<file path="src/rtl/cpu_ctrl_pkg.sv">
// Control-unit types shared by the sequencer and its opcode decoder.
// The datapath ALU imports the same opcode constants so both agree on IR[31:27].
package cpu_ctrl_pkg;

    localparam int OPW_DEF = 5;
    localparam int IRW_DEF = 32;

    typedef logic [4:0] opcode_t;

    localparam opcode_t OP_ADD  = 5'd3;
    localparam opcode_t OP_SUB  = 5'd4;
    localparam opcode_t OP_AND  = 5'd5;
    localparam opcode_t OP_OR   = 5'd6;
    localparam opcode_t OP_SHR  = 5'd7;
    localparam opcode_t OP_SHRA = 5'd8;
    localparam opcode_t OP_SHL  = 5'd9;
    localparam opcode_t OP_ROR  = 5'd10;
    localparam opcode_t OP_ROL  = 5'd11;
    localparam opcode_t OP_MUL  = 5'd15;
    localparam opcode_t OP_DIV  = 5'd16;
    localparam opcode_t OP_NEG  = 5'd17;
    localparam opcode_t OP_NOT  = 5'd18;
    localparam opcode_t OP_NOP  = 5'd26;
    localparam opcode_t OP_HALT = 5'd27;

    typedef enum logic [3:0] {
        S_IDLE   = 4'd0,
        S_T0     = 4'd1,
        S_T1     = 4'd2,
        S_T2     = 4'd3,
        S_T3     = 4'd4,
        S_T4     = 4'd5,
        S_T5     = 4'd6,
        S_T6     = 4'd7,
        S_HALTED = 4'd8
    } state_e;

    typedef struct packed {
        logic valid;
        logic two_operand;
        logic wide_result;
        logic is_halt;
        logic is_nop;
    } opdec_t;

    typedef struct packed {
        logic pc_out;
        logic mar_in;
        logic inc_pc;
        logic z_in;
        logic pc_in;
        logic read;
        logic mdr_in;
        logic mdr_out;
        logic ir_in;
        logic y_in;
        logic z_low_out;
        logic z_high_out;
        logic lo_in;
        logic hi_in;
        logic gra;
        logic grb;
        logic grc;
        logic r_in;
        logic r_out;
    } strobe_t;

    function automatic logic is_valid_op(opcode_t op);
        return op inside {[OP_ADD:OP_ROL], OP_MUL, OP_DIV, OP_NEG, OP_NOT, OP_NOP, OP_HALT};
    endfunction

endpackage

</file>
<file path="src/rtl/control_sequencer_if.sv">
// Sequencer <-> datapath strobe bundle; master is the control unit, slave the datapath side.
interface control_sequencer_if
    import cpu_ctrl_pkg::*;
#(
    parameter int OPW = OPW_DEF,
    parameter int IRW = IRW_DEF
);
    logic           run;
    logic           mem_ready;
    logic [IRW-1:0] ir_data;

    logic PCout, MARin, IncPC, Zin, PCin, Read, MDRin, MDRout, IRin, Yin;
    logic Zlowout, ZHighout, LOin, HIin;
    logic Gra, Grb, Grc, Rin, Rout;
    logic [OPW-1:0] alu_op;
    logic busy, halted, illegal_op;

    modport master (
        input  run, mem_ready, ir_data,
        output PCout, MARin, IncPC, Zin, PCin, Read, MDRin, MDRout, IRin, Yin,
        output Zlowout, ZHighout, LOin, HIin, Gra, Grb, Grc, Rin, Rout,
        output alu_op, busy, halted, illegal_op
    );

    modport slave (
        output run, mem_ready, ir_data,
        input  PCout, MARin, IncPC, Zin, PCin, Read, MDRin, MDRout, IRin, Yin,
        input  Zlowout, ZHighout, LOin, HIin, Gra, Grb, Grc, Rin, Rout,
        input  alu_op, busy, halted, illegal_op
    );
endinterface

</file>
<file path="src/rtl/ctrl_opdecode.sv">
// Combinational opcode classifier used by the sequencer's decode (T3) and ALU (T4/T5) steps.
module ctrl_opdecode
    import cpu_ctrl_pkg::*;
(
    input  opcode_t opcode,
    output opdec_t  dec
);
    always_comb begin
        dec             = '0;
        dec.valid       = is_valid_op(opcode);
        dec.two_operand = (opcode == OP_NEG) || (opcode == OP_NOT);
        dec.wide_result = (opcode == OP_MUL) || (opcode == OP_DIV);
        dec.is_halt     = (opcode == OP_HALT);
        dec.is_nop      = (opcode == OP_NOP);
    end
endmodule

</file>
<file path="src/rtl/control_sequencer.sv">
// Hardwired Moore control unit: fetch (T0-T2), decode (T3), ALU/register write-back (T4-T6).
// Strobes decode from the state register; only T1's PCin also waits on mem_ready.
module control_sequencer
    import cpu_ctrl_pkg::*;
#(
    parameter int OPW      = OPW_DEF,
    parameter int IRW      = IRW_DEF,
    parameter bit MEM_WAIT = 1'b1
) (
    input  logic                clk,
    input  logic                rst,
    control_sequencer_if.master bus
);
    state_e         state_q, state_d, done_state;
    logic           run_q, run_d;
    logic           illegal_q, illegal_d;
    logic [OPW-1:0] opcode;
    logic           ir_unused;
    opdec_t         dec;
    strobe_t        st;
    logic [OPW-1:0] alu_op;
    logic           mem_go;

    assign opcode    = bus.ir_data[IRW-1 -: OPW];
    assign ir_unused = ^bus.ir_data[IRW-OPW-1:0];
    assign mem_go    = !MEM_WAIT || bus.mem_ready;

    ctrl_opdecode u_dec (
        .opcode (opcode),
        .dec    (dec)
    );

    always_comb begin
        state_d    = state_q;
        illegal_d  = illegal_q;
        run_d      = bus.run;
        // A finished instruction only loops back to fetch while run is still high.
        done_state = bus.run ? S_T0 : S_IDLE;
        case (state_q)
            S_IDLE:   if (bus.run) state_d = S_T0;
            S_T0:     state_d = S_T1;
            S_T1:     if (mem_go) state_d = S_T2;
            S_T2:     state_d = S_T3;
            S_T3: begin
                if (dec.is_halt) begin
                    state_d = S_HALTED;
                end else if (dec.is_nop) begin
                    state_d = done_state;
                end else if (!dec.valid) begin
                    illegal_d = 1'b1;
                    state_d   = S_HALTED;
                end else begin
                    state_d = S_T4;
                end
            end
            S_T4:     state_d = S_T5;
            S_T5:     state_d = dec.wide_result ? S_T6 : done_state;
            S_T6:     state_d = done_state;
            S_HALTED: if (bus.run && !run_q) state_d = S_T0;
            default:  state_d = S_IDLE;
        endcase
    end

    always_ff @(posedge clk or posedge rst) begin
        if (rst) begin
            state_q   <= S_IDLE;
            run_q     <= 1'b0;
            illegal_q <= 1'b0;
        end else begin
            state_q   <= state_d;
            run_q     <= run_d;
            illegal_q <= illegal_d;
        end
    end

    always_comb begin
        st     = '0;
        alu_op = '0;
        case (state_q)
            S_T0: begin
                st.pc_out = 1'b1;
                st.mar_in = 1'b1;
                st.inc_pc = 1'b1;
                st.z_in   = 1'b1;
            end
            S_T1: begin
                // Read/MDRin stay up for the whole wait; PC only updates once data arrives.
                st.z_low_out = 1'b1;
                st.read      = 1'b1;
                st.mdr_in    = 1'b1;
                st.pc_in     = mem_go;
            end
            S_T2: begin
                st.mdr_out = 1'b1;
                st.ir_in   = 1'b1;
            end
            S_T3: begin
                if (dec.valid && !dec.is_halt && !dec.is_nop) begin
                    st.grb   = 1'b1;
                    st.r_out = 1'b1;
                    st.y_in  = 1'b1;
                end
            end
            S_T4: begin
                alu_op  = opcode;
                st.z_in = 1'b1;
                if (!dec.two_operand) begin
                    st.grc   = 1'b1;
                    st.r_out = 1'b1;
                end
            end
            S_T5: begin
                alu_op       = opcode;
                st.z_low_out = 1'b1;
                if (dec.wide_result) begin
                    st.lo_in = 1'b1;
                end else begin
                    st.gra  = 1'b1;
                    st.r_in = 1'b1;
                end
            end
            S_T6: begin
                st.z_high_out = 1'b1;
                st.hi_in      = 1'b1;
            end
            default: ;
        endcase
    end

    assign bus.PCout      = st.pc_out;
    assign bus.MARin      = st.mar_in;
    assign bus.IncPC      = st.inc_pc;
    assign bus.Zin        = st.z_in;
    assign bus.PCin       = st.pc_in;
    assign bus.Read       = st.read;
    assign bus.MDRin      = st.mdr_in;
    assign bus.MDRout     = st.mdr_out;
    assign bus.IRin       = st.ir_in;
    assign bus.Yin        = st.y_in;
    assign bus.Zlowout    = st.z_low_out;
    assign bus.ZHighout   = st.z_high_out;
    assign bus.LOin       = st.lo_in;
    assign bus.HIin       = st.hi_in;
    assign bus.Gra        = st.gra;
    assign bus.Grb        = st.grb;
    assign bus.Grc        = st.grc;
    assign bus.Rin        = st.r_in;
    assign bus.Rout       = st.r_out;
    assign bus.alu_op     = alu_op;
    assign bus.busy       = (state_q != S_IDLE) && (state_q != S_HALTED);
    assign bus.halted     = (state_q == S_HALTED);
    assign bus.illegal_op = illegal_q;

endmodule

</file>
<file path="src/flat_wrapper.sv">
// flat-port wrapper written by rule: the top's interface ports become plain ports
module control_sequencer_flat import cpu_ctrl_pkg::*;
#(
    parameter int OPW      = OPW_DEF,
    parameter int IRW      = IRW_DEF,
    parameter bit MEM_WAIT = 1'b1
)
  (clk, rst, bus_run, bus_mem_ready, bus_ir_data, bus_PCout, bus_MARin, bus_IncPC, bus_Zin, bus_PCin, bus_Read, bus_MDRin, bus_MDRout, bus_IRin, bus_Yin, bus_Zlowout, bus_ZHighout, bus_LOin, bus_HIin, bus_Gra, bus_Grb, bus_Grc, bus_Rin, bus_Rout, bus_alu_op, bus_busy, bus_halted, bus_illegal_op);
  control_sequencer_if #(.OPW(OPW), .IRW(IRW)) bus_i ();
  input  logic clk;
  input  logic rst;
  input wire logic [$bits(bus_i.run)-1:0] bus_run;
  input wire logic [$bits(bus_i.mem_ready)-1:0] bus_mem_ready;
  input wire logic [$bits(bus_i.ir_data)-1:0] bus_ir_data;
  output wire logic [$bits(bus_i.PCout)-1:0] bus_PCout;
  output wire logic [$bits(bus_i.MARin)-1:0] bus_MARin;
  output wire logic [$bits(bus_i.IncPC)-1:0] bus_IncPC;
  output wire logic [$bits(bus_i.Zin)-1:0] bus_Zin;
  output wire logic [$bits(bus_i.PCin)-1:0] bus_PCin;
  output wire logic [$bits(bus_i.Read)-1:0] bus_Read;
  output wire logic [$bits(bus_i.MDRin)-1:0] bus_MDRin;
  output wire logic [$bits(bus_i.MDRout)-1:0] bus_MDRout;
  output wire logic [$bits(bus_i.IRin)-1:0] bus_IRin;
  output wire logic [$bits(bus_i.Yin)-1:0] bus_Yin;
  output wire logic [$bits(bus_i.Zlowout)-1:0] bus_Zlowout;
  output wire logic [$bits(bus_i.ZHighout)-1:0] bus_ZHighout;
  output wire logic [$bits(bus_i.LOin)-1:0] bus_LOin;
  output wire logic [$bits(bus_i.HIin)-1:0] bus_HIin;
  output wire logic [$bits(bus_i.Gra)-1:0] bus_Gra;
  output wire logic [$bits(bus_i.Grb)-1:0] bus_Grb;
  output wire logic [$bits(bus_i.Grc)-1:0] bus_Grc;
  output wire logic [$bits(bus_i.Rin)-1:0] bus_Rin;
  output wire logic [$bits(bus_i.Rout)-1:0] bus_Rout;
  output wire logic [$bits(bus_i.alu_op)-1:0] bus_alu_op;
  output wire logic [$bits(bus_i.busy)-1:0] bus_busy;
  output wire logic [$bits(bus_i.halted)-1:0] bus_halted;
  output wire logic [$bits(bus_i.illegal_op)-1:0] bus_illegal_op;
  assign bus_i.run = bus_run;
  assign bus_i.mem_ready = bus_mem_ready;
  assign bus_i.ir_data = bus_ir_data;
  assign bus_PCout = bus_i.PCout;
  assign bus_MARin = bus_i.MARin;
  assign bus_IncPC = bus_i.IncPC;
  assign bus_Zin = bus_i.Zin;
  assign bus_PCin = bus_i.PCin;
  assign bus_Read = bus_i.Read;
  assign bus_MDRin = bus_i.MDRin;
  assign bus_MDRout = bus_i.MDRout;
  assign bus_IRin = bus_i.IRin;
  assign bus_Yin = bus_i.Yin;
  assign bus_Zlowout = bus_i.Zlowout;
  assign bus_ZHighout = bus_i.ZHighout;
  assign bus_LOin = bus_i.LOin;
  assign bus_HIin = bus_i.HIin;
  assign bus_Gra = bus_i.Gra;
  assign bus_Grb = bus_i.Grb;
  assign bus_Grc = bus_i.Grc;
  assign bus_Rin = bus_i.Rin;
  assign bus_Rout = bus_i.Rout;
  assign bus_alu_op = bus_i.alu_op;
  assign bus_busy = bus_i.busy;
  assign bus_halted = bus_i.halted;
  assign bus_illegal_op = bus_i.illegal_op;
  control_sequencer #(.OPW(OPW), .IRW(IRW), .MEM_WAIT(MEM_WAIT)) u_core (.clk(clk), .rst(rst), .bus(bus_i));
endmodule
</file>
<file path="config.mk">
export PLATFORM = sky130hd
export DESIGN_NAME = control_sequencer_flat
export DESIGN_NICKNAME = d
export VERILOG_FILES = /design/src/rtl/cpu_ctrl_pkg.sv /design/src/rtl/control_sequencer_if.sv /design/src/rtl/ctrl_opdecode.sv /design/src/rtl/control_sequencer.sv /design/src/flat_wrapper.sv
export SDC_FILE = /design/constraint.sdc
export NUM_CORES = 1
export LEC_CHECK = 0
export BUFFER_PORTS_ARGS = -buffer_cell sky130_fd_sc_hd__buf_2
export CORE_MARGIN = 5
export CORE_UTILIZATION = 34
export CTS_CLUSTER_SIZE = 12
export DETAILED_ROUTE_END_ITERATION = 8
export PLACE_DENSITY = 0.8
export SYNTH_ARGS = -nofsm -noshare
export SYNTH_HDL_FRONTEND = slang
export SYNTH_SLANG_ARGS = --single-unit
</file>
<file path="constraint.sdc">
create_clock -name clk -period 1.1 [get_ports clk]
set_input_delay 0.11 -clock clk [delete_from_list [all_inputs] [get_ports clk]]
set_output_delay 0.11 -clock clk [all_outputs]
set_load 0.005 [all_outputs]
</file>
=== Yosys cells after proc, flatten, opt, wreduce, memory -nomap -nowiden ===
Cells that the tools add are included.

* Flip-flop bits (word level): 6

* Magnitude comparators: 2
* Reduce and logical (&&, ||, !) cells: 18
* Bitwise operators: 3
* Eq/ne operators: 18
* Mux-type cells: 25

{| class="wikitable"
|+ Operator list
! kind !! number
|-
| 4-bit case mux with 9 select lines || 1
|-
| 4-bit 2-to-1 mux || 7
|-
| 5-bit equality test (second input constant) || 5
|-
| 4-bit by 3-bit equality test with 1-bit output (second input constant) || 4
|-
| 1-bit 2-to-1 mux || 12
|-
| 4-bit by 2-bit equality test with 1-bit output (second input constant) || 2
|-
| 7-bit nonzero test || 1
|-
| 3-bit 2-to-1 mux || 2
|-
| 2-bit OR reduction || 3
|-
| 5-bit by 4-bit equality test with 1-bit output (second input constant) || 1
|-
| 5-bit by 2-bit greater-or-equal comparator with 1-bit output (second input constant) || 1
|-
| 5-bit by 4-bit less-or-equal comparator with 1-bit output (second input constant) || 1
|-
| 1-bit logical AND || 5
|-
| 5-bit 2-to-1 mux || 1
|-
| 4-bit by 1-bit equality test with 1-bit output (second input constant) || 1
|-
| 4-bit equality test (second input constant) || 1
|-
| 4-bit zero test || 1
|-
| 2-bit != test (second input constant) || 2
|-
| 4-bit != test (second input constant) || 1
|-
| 4-bit AND reduction || 1
|-
| 4-bit nonzero test || 1
|-
| 1-bit zero test || 3
|-
| 1-bit inverter || 3
|-
| 3-bit AND reduction || 1
|-
| other kinds (4) || 5
|}

=== Depth between registers and ports, before layout ===
* Word-level depth: 7
* Mapped depth: 6
* Gate-level depth less buffers: 4

=== Modules after synthesis ===
A second synthesis with hierarchy kept.

* Cells, all modules: 89
* Area total of the unflattened synthesis: 653.1 µm²

{| class="wikitable"
|+ Modules (own cells, without submodules)
! module !! instances !! cells an instance !! area an instance (µm²)
|-
| control_sequencer || 1 || 72 || 554.3
|-
| ctrl_opdecode || 1 || 17 || 98.8
|}

=== Worst setup path after synthesis ===
OpenSTA, ideal clock, no wires.

* Path type: register to output
* From: reg u_core.state_q[3]
* To: out bus_MARin
* Setup slack: -186 ps
* Stages on the path, launching flop included: 6
* Arrival time: 1,176 ps
* Required time: 990 ps
* Path through: dfrtp_1 -> buf_2 -> nor2_1 -> and2_1 -> nor2b_1 -> buf_4

* Cells in the longest elaborated chain, start to end: 2

{| class="wikitable"
|+ Ends and longest elaborated chain
! what !! RTL line !! text
|-
| start, declared || control_sequencer.sv:14 || <nowiki>state_e state_q, state_d, done_state;</nowiki>
|-
| start signal, assigned || control_sequencer.sv:70 || <nowiki>state_q <= state_d;</nowiki>
|-
| 4-bit by 1-bit equality test with 1-bit output || control_sequencer.sv:79 || <nowiki>case (state_q)</nowiki>
|-
| 3-bit 2-to-1 mux || control_sequencer.sv:79 ||
|-
| end, declared || flat_wrapper.sv:16 || <nowiki>output wire logic [$bits(bus_i.MARin)-1:0] bus_MARin;</nowiki>
|}

No other way between the ends.

=== Final worst setup path ===
* From: reg u_core.state_q[0]
* To: out bus_halted

* Cells in the longest elaborated chain, start to end: 1

{| class="wikitable"
|+ Ends and longest elaborated chain
! what !! RTL line !! text
|-
| 4-bit equality test || control_sequencer.sv:151 || <nowiki>assign bus.halted = (state_q == S_HALTED);</nowiki>
|-
| end, declared || flat_wrapper.sv:36 || <nowiki>output wire logic [$bits(bus_i.halted)-1:0] bus_halted;</nowiki>
|}

No other way between the ends.

==> impl_metrics.tcl <==
set metrics [dict create \
    drt-total-wl_um 3280 \
    power_frac_seq_pct 11.4 \
    die_y_um 57.3 \
    final_common_cell "buf_4" \
    hp-class "input pin to register" \
    status "finished with violations" \
    drtAntennaViolNets 0 \
    power_density_nw_per_um2 2320 \
    first_iter_violations 36 \
    vias 1040 \
    fin_ws_ns -0.534 \
    path_clk_slew_ns 0.06 \
    critical_path.startpoint_type "register" \
    r2r_start "u_core.state_q[1]$_DFFE_PP0P_" \
    syn_inst 103 \
    cap_violations 0 \
    dr.pass1.iters 4 \
    postSynthNetCount 139 \
    core_area_sq_um 2170 \
    postPlaceCellArea_sq_um 1140 \
    dieArea_sq_um 3290 \
    yosys_most_used_dff "dfrtp_1" \
    worstHoldStart "bus_run" \
    vias_per_cell 5.20 \
    fin_crit_ns 1.63 \
    fillers 144 \
    min_path_cells 1 \
    seq_area_frac_synth_pct 19.7 \
    grt_pass1_vias 941 \
    hpwl_um 1930 \
    insertion_delay_ns 0.27 \
    ys_ff_latch 6 \
    post-route-cell-area_sq_um 1540 \
    clk_path_buf_depth 2 \
    clock_skew_ns 0.0109 \
    port_buffers 35 \
    wl_per_cell_um 16.4 \
    p_int_uw 2040 \
    whs_endpoint "u_core.run_q$_DFF_PP0_" \
    fin_nets 210 \
    crit_path_frequent_cell "buf_6" \
    combPwrFrac_pct 81.9 \
    rsz0062_at_grt "true" \
    die_w_um 57.3 \
    io_pins 63 \
    drcViolationCount 0 \
    grt.overflow.total 0 \
    worstPathCellList "buf_6 -> buf_8 -> buf_12 -> nor2_4 -> and3_4 -> buf_6" \
    place_ws_ns -0.271 \
    postSynthAreaPerCell_sq_um 7.40 \
    initial_utilization_pct 35.1 \
    worstPathRequired_ns 0.99 \
    htreeDepth 1 \
    synth-edff-count 0 \
    rr_worst_depth 6 \
    grt_use_total_pct 16.7 \
    finalCritPeriodShare_pct 149 \
    grt_max_degree 10 \
    cts-root-buf "clkbuf_4" \
    final_layout_size_suffix_gt1_share_pct 67.4 \
    grt_first_pass_wirelength_um 4350 \
    synth_cell_types 35 \
    p_leak_uw 0.000740 \
    r2r_setup_slack_ns -0.39 \
    placementRows 17 \
    swShare_pct 43.1 \
    gp_congestion 0.864 \
    fmax_mhz 612 \
    utilization_pct 71.0 \
    ir_drop_mv 1.58 \
    end_kind "output port" \
    antenna_found_initial 0 \
    async_reset_ff_share_pct 100 \
    netlist_area_sq_um 762 \
    timing.setup.critical_path_class "register to output port" \
    slowest_stage "dfrtp_1" \
    syn2layout_area_growth_pct 102 \
    setup_viol 31 \
    slew_headroom_pct 72.7 \
    diodes 0 \
    tightest_slew_ns 0.407 \
    hold_violations 0 \
    cts_tree "yes" \
    slew_violations 0 \
    cts_num_sinks 6 \
    cp_max_fo 4 \
    placed_cells 178 \
    max_stage_delay_ns 0.40 \
    cp_data_arrival_time_ns 1.52 \
    ys_warn_count 0 \
    stdcell_count 200 \
    final_cell_mix "buf_4, buf_2, buf_6, nand2b_1" \
    violations "setup timing" \
    switchingPower_uw 1540 \
    p_clk_share_pct 6.6 \
    cts-buffers-inserted 3 \
    r2r_end "u_core.state_q[3]$_DFFE_PP0P_" \
]
[cell type report]
cell class	instances	area, sq um	share of cell area (%)
Multi-Input combinational cell	79	673	43.7
Timing Repair Buffer	80	638	41.4
Sequential cell	6	153	9.91
Tap cell	28	35.0	2.27
Clock buffer	3	22.5	1.46
Inverter	4	18.8	1.22
[cell families after synthesis]
kind of cell / Yosys count / share of synthesized area [%]
AO/OA/AOI/OAI: 27 / 25.0
AND/OR/NAND/NOR: 50 / 39.4
buffers and inverters: 18 / 13.6
flip-flops: 6 / 19.7
XOR/XNOR: 2 / 2.30
[how the worst max path moves through the flow]
stage                             startpoint             to
2_1_floorplan  u_core.state_q[0]$_DFFE_PP0P_        bus_Yin
3_3_place_gp   u_core.state_q[0]$_DFFE_PP0P_  bus_alu_op[1]
3_5_place_dp   u_core.state_q[0]$_DFFE_PP0P_  bus_alu_op[1]
4_1_cts        u_core.state_q[0]$_DFFE_PP0P_  bus_alu_op[1]
5_1_grt        u_core.state_q[0]$_DFFE_PP0P_     bus_halted
6_report       u_core.state_q[0]$_DFFE_PP0P_     bus_halted
[stage by stage]
| step | total power (uW) | TNS [ns] | hold slack (ns) |
|---|---|---|---|
| 2_1_floorplan | 1440 | -0.907 | -0.0990 |
| 3_3_place_gp | 2000 | -3.31 | 0.0308 |
| 3_5_place_dp | 2040 | -4.21 | 0.0365 |
| 4_1_cts | 2720 | -10.65 | 0.0346 |
| 5_1_grt | 3760 | -14.34 | 0.0429 |
| 6_report | 3580 | -13.04 | 0.0399 |
[layer usage]
layer	vias to the layer above	track usage, %	routed length, um
li1	489	-	-
met1	481	19.4	1160
met2	58	31.0	1790
met3	12	1.13	195
met4	0	7.28	128
met5	-	0	0
[worst max-delay path: cells and delay by family, from the launching register on]
kind,cells,cell delay (ns)
simple gates,2,0.38
flops,1,0.40
buf+inv,4,0.46
[synth_stat cells (all sizes together) (2+ instances only)]
master	instances	area, sq um
buf	13	85.1
nand2b	10	70.1
nor2	10	40.0
and2	8	51.3
a21oi	7	35.0
nand2	7	26.3
dfrtp	6	150
o21ai	6	30.0
inv	4	15.0
nor3	4	20.0
and3	3	18.8
o31ai	3	22.5
a31oi	2	12.5
nor3b	2	25.0
o21bai	2	15.0
xnor2	2	17.5
[sequential cells by signal, indices dropped and copies added, names as in the netlist]
| register | cells |
|---|---|
| u_core.bus.illegal_op | 1 |
| u_core.run_q | 1 |
| u_core.state_q | 4 |
[power by group through the flow]
stage / registers (uW) / clock network, uW / logic, uW
4_1_cts: 394 / 222 / 2110
3_5_place_dp: 385 / 0 / 1660
3_3_place_gp: 376 / 0 / 1630
2_1_floorplan: 311 / 0 / 1130
6_report: 410 / 238 / 2930
5_1_grt: 417 / 247 / 3090
[repair_timing]
item	4_1_cts	5_1_grt
endpoints found under the hold margin	6	0
setup endpoints to repair	31	31
setup buffers	9	11
resized for setup	20	28
pin swaps	8	11
hold buffers	1	0
(Power assumes the default switching activity.)
